## src/rtl/fir_out_requant.sv

```systemverilog
// Output stage for the tapped-delay FIR. It rounds and shifts the full-precision result,
// saturates it to N bits, optionally decimates, and buffers samples in a show-ahead FIFO.
module fir_out_requant #(
  parameter int N     = 16,
  parameter int DEPTH = 8,
  parameter int SW    = $clog2(2*N)
) (
  input  logic           clk,
  input  logic           rst,
  input  logic           ena,
  input  logic [2*N-1:0] y_in,
  input  logic [SW-1:0]  shift,
  input  logic [7:0]     decim,
  input  logic           clr,
  output logic [N-1:0]   y_out,
  output logic           y_valid,
  input  logic           y_ready,
  output logic           sat_seen,
  output logic [7:0]     drop_cnt
);

  localparam int AW = $clog2(DEPTH);
  localparam int W1 = 2*N + 1;

  logic [7:0]           r_dcnt;
  logic                 r_s1_valid;
  logic signed [W1-1:0] r_s1;
  logic [N-1:0]         r_mem [DEPTH];
  logic [AW:0]          r_wr_ptr;
  logic [AW:0]          r_rd_ptr;
  logic                 r_sat_seen;
  logic [7:0]           r_drop_cnt;

  logic                 w_keep;
  logic signed [W1-1:0] w_ext;
  logic signed [W1-1:0] w_round;
  logic signed [W1-1:0] w_sum;
  logic signed [W1-1:0] w_shifted;
  logic                 w_sat_hi;
  logic                 w_sat_lo;
  logic                 w_sat;
  logic [N-1:0]         w_sat_val;
  logic                 w_empty;
  logic                 w_full;
  logic                 w_pop;
  logic                 w_push;
  logic                 w_drop;

  assign w_keep = ena && (r_dcnt == 8'd0);

  // One extra bit keeps the rounding addition from wrapping at the positive extreme.
  assign w_ext     = {y_in[2*N-1], y_in};
  assign w_round   = (shift != '0) ? (W1'(1) << (shift - SW'(1))) : '0;
  assign w_sum     = w_ext + w_round;
  assign w_shifted = w_sum >>> shift;

  // Out of range whenever the bits above the N-bit sign position disagree with the sign.
  assign w_sat_hi  = !r_s1[W1-1] && (|r_s1[W1-2:N-1]);
  assign w_sat_lo  =  r_s1[W1-1] && !(&r_s1[W1-2:N-1]);
  assign w_sat     = w_sat_hi || w_sat_lo;
  assign w_sat_val = w_sat_hi ? {1'b0, {(N-1){1'b1}}} :
                     w_sat_lo ? {1'b1, {(N-1){1'b0}}} : r_s1[N-1:0];

  assign w_empty = (r_wr_ptr == r_rd_ptr);
  assign w_full  = (r_wr_ptr[AW] != r_rd_ptr[AW]) &&
                   (r_wr_ptr[AW-1:0] == r_rd_ptr[AW-1:0]);
  assign w_pop   = y_valid && y_ready;
  assign w_push  = r_s1_valid && (!w_full || w_pop);
  assign w_drop  = r_s1_valid && w_full && !w_pop;

  assign y_valid  = !w_empty;
  assign y_out    = w_empty ? '0 : r_mem[r_rd_ptr[AW-1:0]];
  assign sat_seen = r_sat_seen;
  assign drop_cnt = r_drop_cnt;

  // NOTE: sequential state uses non-blocking assignments so every register samples pre-edge values.
  always_ff @(posedge clk or negedge rst) begin
    if (!rst) begin
      r_dcnt     <= '0;
      r_s1_valid <= 1'b0;
      r_s1       <= '0;
    end else begin
      if (ena) r_dcnt <= (r_dcnt >= decim) ? 8'd0 : r_dcnt + 8'd1;
      r_s1_valid <= w_keep;
      if (w_keep) r_s1 <= w_shifted;
    end
  end

  // NOTE: storage is not reset; the pointers alone define what is valid.
  always_ff @(posedge clk) begin
    if (w_push) r_mem[r_wr_ptr[AW-1:0]] <= w_sat_val;
  end

  always_ff @(posedge clk or negedge rst) begin
    if (!rst) begin
      r_wr_ptr <= '0;
      r_rd_ptr <= '0;
    end else begin
      if (w_push) r_wr_ptr <= r_wr_ptr + 1'b1;
      if (w_pop)  r_rd_ptr <= r_rd_ptr + 1'b1;
    end
  end

  // A same-cycle event beats clr: the flag stays set and the count restarts at one.
  always_ff @(posedge clk or negedge rst) begin
    if (!rst) begin
      r_sat_seen <= 1'b0;
      r_drop_cnt <= '0;
    end else begin
      if (r_s1_valid && w_sat) r_sat_seen <= 1'b1;
      else if (clr)            r_sat_seen <= 1'b0;

      if (w_drop)   r_drop_cnt <= clr ? 8'd1 :
                                  (r_drop_cnt == 8'hFF) ? 8'hFF : r_drop_cnt + 8'd1;
      else if (clr) r_drop_cnt <= '0;
    end
  end

endmodule

```

## config.mk

```make
export PLATFORM = sky130hd
export DESIGN_NAME = fir_out_requant
export DESIGN_NICKNAME = d
export VERILOG_FILES = /design/src/rtl/fir_out_requant.sv
export SDC_FILE = /design/constraint.sdc
export NUM_CORES = 1
export LEC_CHECK = 0
export CORE_ASPECT_RATIO = 1.5
export CORE_MARGIN = 5
export CORE_UTILIZATION = 40
export CTS_CLUSTER_SIZE = 28
export DETAILED_ROUTE_END_ITERATION = 8
export GPL_ROUTABILITY_DRIVEN = 1
export PLACE_DENSITY = 0.69
export SYNTH_ARGS = -nofsm -noshare
export SYNTH_HDL_FRONTEND = slang
export SYNTH_SLANG_ARGS = --single-unit
```

## constraint.sdc

```tcl
create_clock -name clk -period 7.12 [get_ports clk]
set_clock_uncertainty 0.1 [all_clocks]
set_input_delay 1.424 -clock clk [delete_from_list [all_inputs] [get_ports clk]]
set_output_delay 1.424 -clock clk [all_outputs]
set_load 0.01 [all_outputs]
```

[Word level (Yosys, flattened, before mapping)]
Memory sizes are Yosys's and may differ from the RTL's.
Index checks and enable logic that the tools add are counted.
Word-level totals
  word-level logic and storage cells: 56
  memories: 1
  output and inout bits: 26
  input port bits: 50
  flip-flop bits (word level): 59
  memory bits (writable): 128
Operators by class
  add/subtract/negate cells: 6
  magnitude comparators: 1
  reduce and logical (&&, ||, !) cells: 22
  multiplexer cells: 13
  eq/ne operators: 4
  shift operators: 2
Memories
  r_mem: depth 8, width 16, read ports 1, clocked after memory_dff 0, write ports 1, line 28  | logic [N-1:0] r_mem [DEPTH];
Operators by type and width (count)
  16-bit two-way mux: 3
  8-bit two-way mux: 5
  32-bit by 33-bit adder with 33-bit output: 1
  33-bit two-way mux: 1
  1-bit by 5-bit left shift with 33-bit output, first input constant: 1
  33-bit by 5-bit >>> shifter with 33-bit output: 1
  17-bit AND reduction: 1
  17-bit OR reduction: 1
  8-bit by 1-bit adder with 8-bit output, second input constant: 2
  1-bit logical AND: 9
  4-bit by 1-bit adder with 4-bit output, second input constant: 2
  8-bit equality test, second input constant: 1
  8-bit >= comparator: 1
  8-bit zero test: 1
  1-bit zero test: 5
  5-bit nonzero test: 1
  5-bit by 1-bit subtractor with 5-bit output, second input constant: 1
  4-bit equality test: 1
  1-bit two-way mux: 4
  2-bit nonzero test: 2
  3-bit equality test: 1
  1-bit logical OR: 2
  1-bit != test: 1

[Longest topological paths before layout]
Gate-level depths: netlist of the first run.
  depth after elaboration: 7
  gate-level depth with buffers: 18
  depth with buffers taken out: 15

[Worst setup path before layout of the first run]
No wires, ideal clock.
  path kind: input -> register
  start: in shift[0]
  end: reg r_s1[5]
  path buffers: 3
  setup time: 0.126 ns
  arrival time: 5.378 ns
  setup slack: 1.516 ns
  required time: 6.894 ns
  stages on the path: 17
  cells stage by stage: clkbuf_1 clkinv_1 buf_1 clkbuf_1 nand2_1 nor2_1 ha_1 a211oi_1 o211ai_1 a21oi_2 o2bb2ai_2 o21a_1 xor2_1 a221o_1 a211oi_2 a21oi_1 a221o_1
On the way
  word-level cells in the longest chain between the ends: 5
  elaborated cells between the ends (all ways): 6
  classes of those cells: add/sub: 2; shift: 2; mux: 1; reduce/logical: 1
RTL lines
  from (decl): line 12  | input logic [SW-1:0] shift,
  5-bit by 1-bit subtractor with 5-bit output: line 53  | assign w_round = (shift != '0) ? (W1'(1) << (shift - SW'(1))) : '0;
  1-bit by 5-bit left shift with 33-bit output: line 53
  33-bit two-way mux: line 53
  32-bit by 33-bit adder with 33-bit output: line 54  | assign w_sum = w_ext + w_round;
  33-bit by 5-bit >>> shifter with 33-bit output *: line 55  | assign w_shifted = w_sum >>> shift;
  to (signal assigned): line 85  | if (w_keep) r_s1 <= w_shifted;
  to (decl): line 27  | logic signed [W1-1:0] r_s1;
Every way passes the cells marked *; elsewhere a longest branch is shown, timed or not.
A chain may end at the register's enable or synchronous reset.

[Worst setup path after layout of the first run]
  start: in shift[3]
  end: reg r_s1[8]
The elaborated chain is that of the path after synthesis.

==> results.py, run 1 <==
metrics = {
    "die": {
        "rows": 78,
        "die_x_um": 153,
        "die_area_um2": 34400,
        "start_util": 0.405,
        "die_y_um": 225,
        "core_um2": 30400,
        "io-pin-count": 76,
    },
    "critical_path": {
        "r2r_start": "r_rd_ptr[0]",
        "path_buf_inv": 2,
        "cp-start-kind": "input port",
        "cp.arrival_ns": 6.61,
        "slowest_stage": "clkdlybuf4s50_1",
        "path_max_fanout": 27,
        "end_kind": "flop",
        "cp_common_cell": "nand3_1",
        "crit_path_max_incr_delay_ns": 0.85,
        "startpoint": "shift[3]",
        "rr_worst_depth": 7,
        "critical_path_class": "input port to flop",
        "crit_cells": 14,
        "required_ns": 7.38,
        "worstPathCellList": "clkdlybuf4s50_1, buf_4, nand3_1, nor2_1, ha_1, nand2_1, o21ai_0, nor3_1, and4_4, or3_4, a22o_4, o32a_2, a211o_1, nand3_1",
        "critPathTopFamily": "compound AO/OA/AOI/OAI gates",
    },
    "clocking": {
        "clk_latency_ns": 0.43,
        "cts_hold_buf": 0,
        "clkSlewWorstSetupHoldPaths_ns": 0.07,
        "cts_sinks": 187,
        "cts_buffers": 17,
        "cts_resized": 0,
        "htree_levels": 4,
        "cts_tree": "built",
        "clockBufferDepth": 2,
        "cts_setup_buffers": 0,
        "root_buffer": "clkbuf_16",
    },
    "pwr": {
        "switching_power_mw": 1.37,
        "power_mw": 4.11,
        "clkPwrFrac": 0.240,
        "p_leak_nw": 5.26,
        "peakVddDrop_mv": 0.217,
        "power_density_nw_per_um2": 290,
        "p_int_mw": 2.74,
        "power_frac_seq": 0.390,
        "p_sw_frac": 0.333,
        "comb_power_share": 0.370,
    },
    "place": {
        "place_congestion": 0.964,
        "port_buffers": 75,
        "dpl_cell_area_um2": 13600,
        "hpwl_um": 27100,
        "dp.cells": 1661,
    },
    "synthesis": {
        "ys_types": 86,
        "synthMuxAreaShare": 0.108,
        "synthSimpleGateAreaFrac": 0.158,
        "yosysSeqAreaShare": 0.433,
        "syn_inst": 1220,
        "synth-seq-cells": 187,
        "synth_compound_area_frac": 0.191,
        "synth_async_sr_flop_share": 0.316,
        "synth_area_um2": 12300,
        "yosys_warnings": 0,
        "syn_area_per_cell_um2": 10.1,
        "synthXorXnorAreaFrac": 0.0291,
        "synth_top_family_by_area": "compound AO/OA/AOI/OAI gates",
        "ys.flop_type": "edfxtp_1",
        "synth_edf_count": 128,
        "synth_nets": 1316,
        "synth_fa_ha_area_frac": 0.0474,
    },
    "detailed_routing": {
        "drt_iter0_drc": 824,
        "wl_um": 36000,
        "highest_layer": "met4",
        "routed_via_density": 6.06,
        "avgRoutedWirePerCell_um": 21.3,
        "vias": 10300,
        "route.met3.wl_um": 1590,
        "ant_nets": 0,
        "wl_met1_um": 13200,
        "met2_length_um": 19000,
        "drc": 0,
        "dr.pass1.iters": 5,
    },
    "timing": {
        "tns_ns": 0,
        "fmax_mhz": 157,
        "fin_hold_ws_ns": 0.389,
        "max_slew_margin": 0.317,
        "grt_setup_unrepaired": "false",
        "setup_viol": 0,
        "finalCritPeriodShare": 0.892,
        "finalMaxSlewViolations": 0,
        "hold_viol": 0,
        "min_period_ns": 6.35,
        "tightestPinTransition_ns": 1.02,
    },
    "finish": {
        "synthToLayoutAreaGrowth_pct": 15.3,
        "drive_above_1_share": 0.115,
        "nets": 1376,
        "regArea_um2": 5320,
        "n_antenna_cell": 0,
        "multi_input_area_um2": 6600,
        "fin_cells": 1693,
        "fillCellCount": 2841,
        "design_area_um2": 14200,
    },
    "hold_path": {
        "hold-path-cell-count": 1,
        "hold_class": "flop to flop",
        "min-delay-start": "r_wr_ptr[3]",
    },
    "grt": {
        "grt_first_pass_wirelength_um": 56600,
        "gr-total-overflow": 0,
        "first_global_vias": 10400,
        "grtUsageTotal": 0.205,
        "grt_max_degree": 60,
        "antenna_found_initial": 0,
    },
    "job": {
        "max-cap-violations": 0,
    },
    "status": {
        "status": "completed",
    },
}
==> routing by layer <==
layer	track usage	up-vias
met2	0.382	404
li1	-	4773
met1	0.225	4956
met3	0.0235	127
met5	0	-
met4	0.118	0
==> worst register-to-register path: cells and delay by family, from the launching register on <==
kind | cells | cell delay, ns
buf+inv | 1 | 0.53
simple gates | 5 | 1.56
xor+xnor | 1 | 0.14
flops | 1 | 0.34
==> final timing paths <==
check / end / slack [ns]
setup / recovery: r_s1[8] / 0.77
min in group asynchronous: r_rd_ptr[2] / 1.05
hold reg to reg: r_wr_ptr[3] / 0.39
setup reg to reg: r_mem[4][12] / 4.07
max in group asynchronous: r_dcnt[6] / 5.35
hold / removal: r_wr_ptr[3] / 0.39
==> flip-flops by register name (all words and copies together), names as in the netlist <==
| signal | cells |
|---|---|
| sat_seen | 1 |
| r_dcnt | 8 |
| r_rd_ptr | 4 |
| drop_cnt | 8 |
| r_s1 | 33 |
| r_mem | 128 |
| r_wr_ptr | 4 |
| r_s1_valid | 1 |
==> power by group through the flow <==
stage | sequential, mW | combinational, mW | clock (mW)
3_5_place_dp | 1.62 | 1.53 | 0
5_1_grt | 1.62 | 1.66 | 1.05
6_report | 1.60 | 1.52 | 0.986
4_1_cts | 1.60 | 1.54 | 1.01
2_1_floorplan | 1.55 | 1.03 | 0
3_3_place_gp | 1.62 | 1.50 | 0
==> cells in the mapped netlist, types with 16 or more instances <==
cell,number,area share
o21ai_0,58,0.024
xnor2_1,21,0.015
nand3_1,31,0.013
nor2_1,170,0.052
o211ai_1,18,0.011
mux4_2,40,0.073
nor3_1,20,0.0081
a21o_1,17,0.010
xor2_1,18,0.013
edfxtp_1,128,0.31
dfrtp_1,59,0.12
inv_1,27,0.0082
nand4_1,16,0.0081
clkbuf_1,47,0.014
ha_1,45,0.046
a211oi_1,19,0.012
nand2_1,117,0.036
mux2i_1,32,0.026
a21oi_1,73,0.030
==> cells by family (layout without fill, tap and decap cells) <==
group	after synthesis	in the layout
and+or+nand+nor	429	429
AOI/OAI and AO/OA	334	334
DFF	187	187
buffers and inverters	101	174
muxes	82	82
adders and majority gates	46	46
xor gates and xnor gates	40	40
other	1	1
==> through the flow <==
| step | util | worst slack (ns) |
|---|---|---|
| 6_report | 0.467 | 0.769 |
| 2_1_floorplan | - | 1.52 |
| 3_5_place_dp | 0.446 | 0.507 |
| 4_1_cts | 0.467 | 0.957 |
| 5_1_grt | 0.467 | 0.592 |
| 3_3_place_gp | 0.446 | 0.484 |
==> final cells by class <==
cell class,instances,share of cell area
timing repair buffer,111,0.0717
clock inverter,13,0.0133
sequential,187,0.375
inverter,31,0.00821
clock buffer,19,0.0305
tap,400,0.0353
multi-input combinational,932,0.465
==> cell usage in the layout (no fill, tap or decap), drive strengths merged, types with 32 or more instances in the layout <==
cell	netlist	layout
clkdlybuf4s50	0	74
o21ai	70	70
dfrtp	59	59
nor2	170	170
mux4	40	40
buf	22	37
nand3	32	32
mux2i	32	32
ha	45	45
a21oi	75	75
nand2	117	117
edfxtp	128	128
Power figures use the tool's default switching activity.
==> inputs of run 2 (changes only) <==
--- a/config.mk
+++ b/config.mk
@@ -8,6 +8,7 @@
 export CORE_ASPECT_RATIO = 1.5
 export CORE_MARGIN = 5
 export CORE_UTILIZATION = 40
+export CTS_CLUSTER_DIAMETER = 80
 export CTS_CLUSTER_SIZE = 28
 export DETAILED_ROUTE_END_ITERATION = 8
 export GPL_ROUTABILITY_DRIVEN = 1
==> results of run 2 <==
No change in the layout: final DEF, timing and power equal those of run 1.
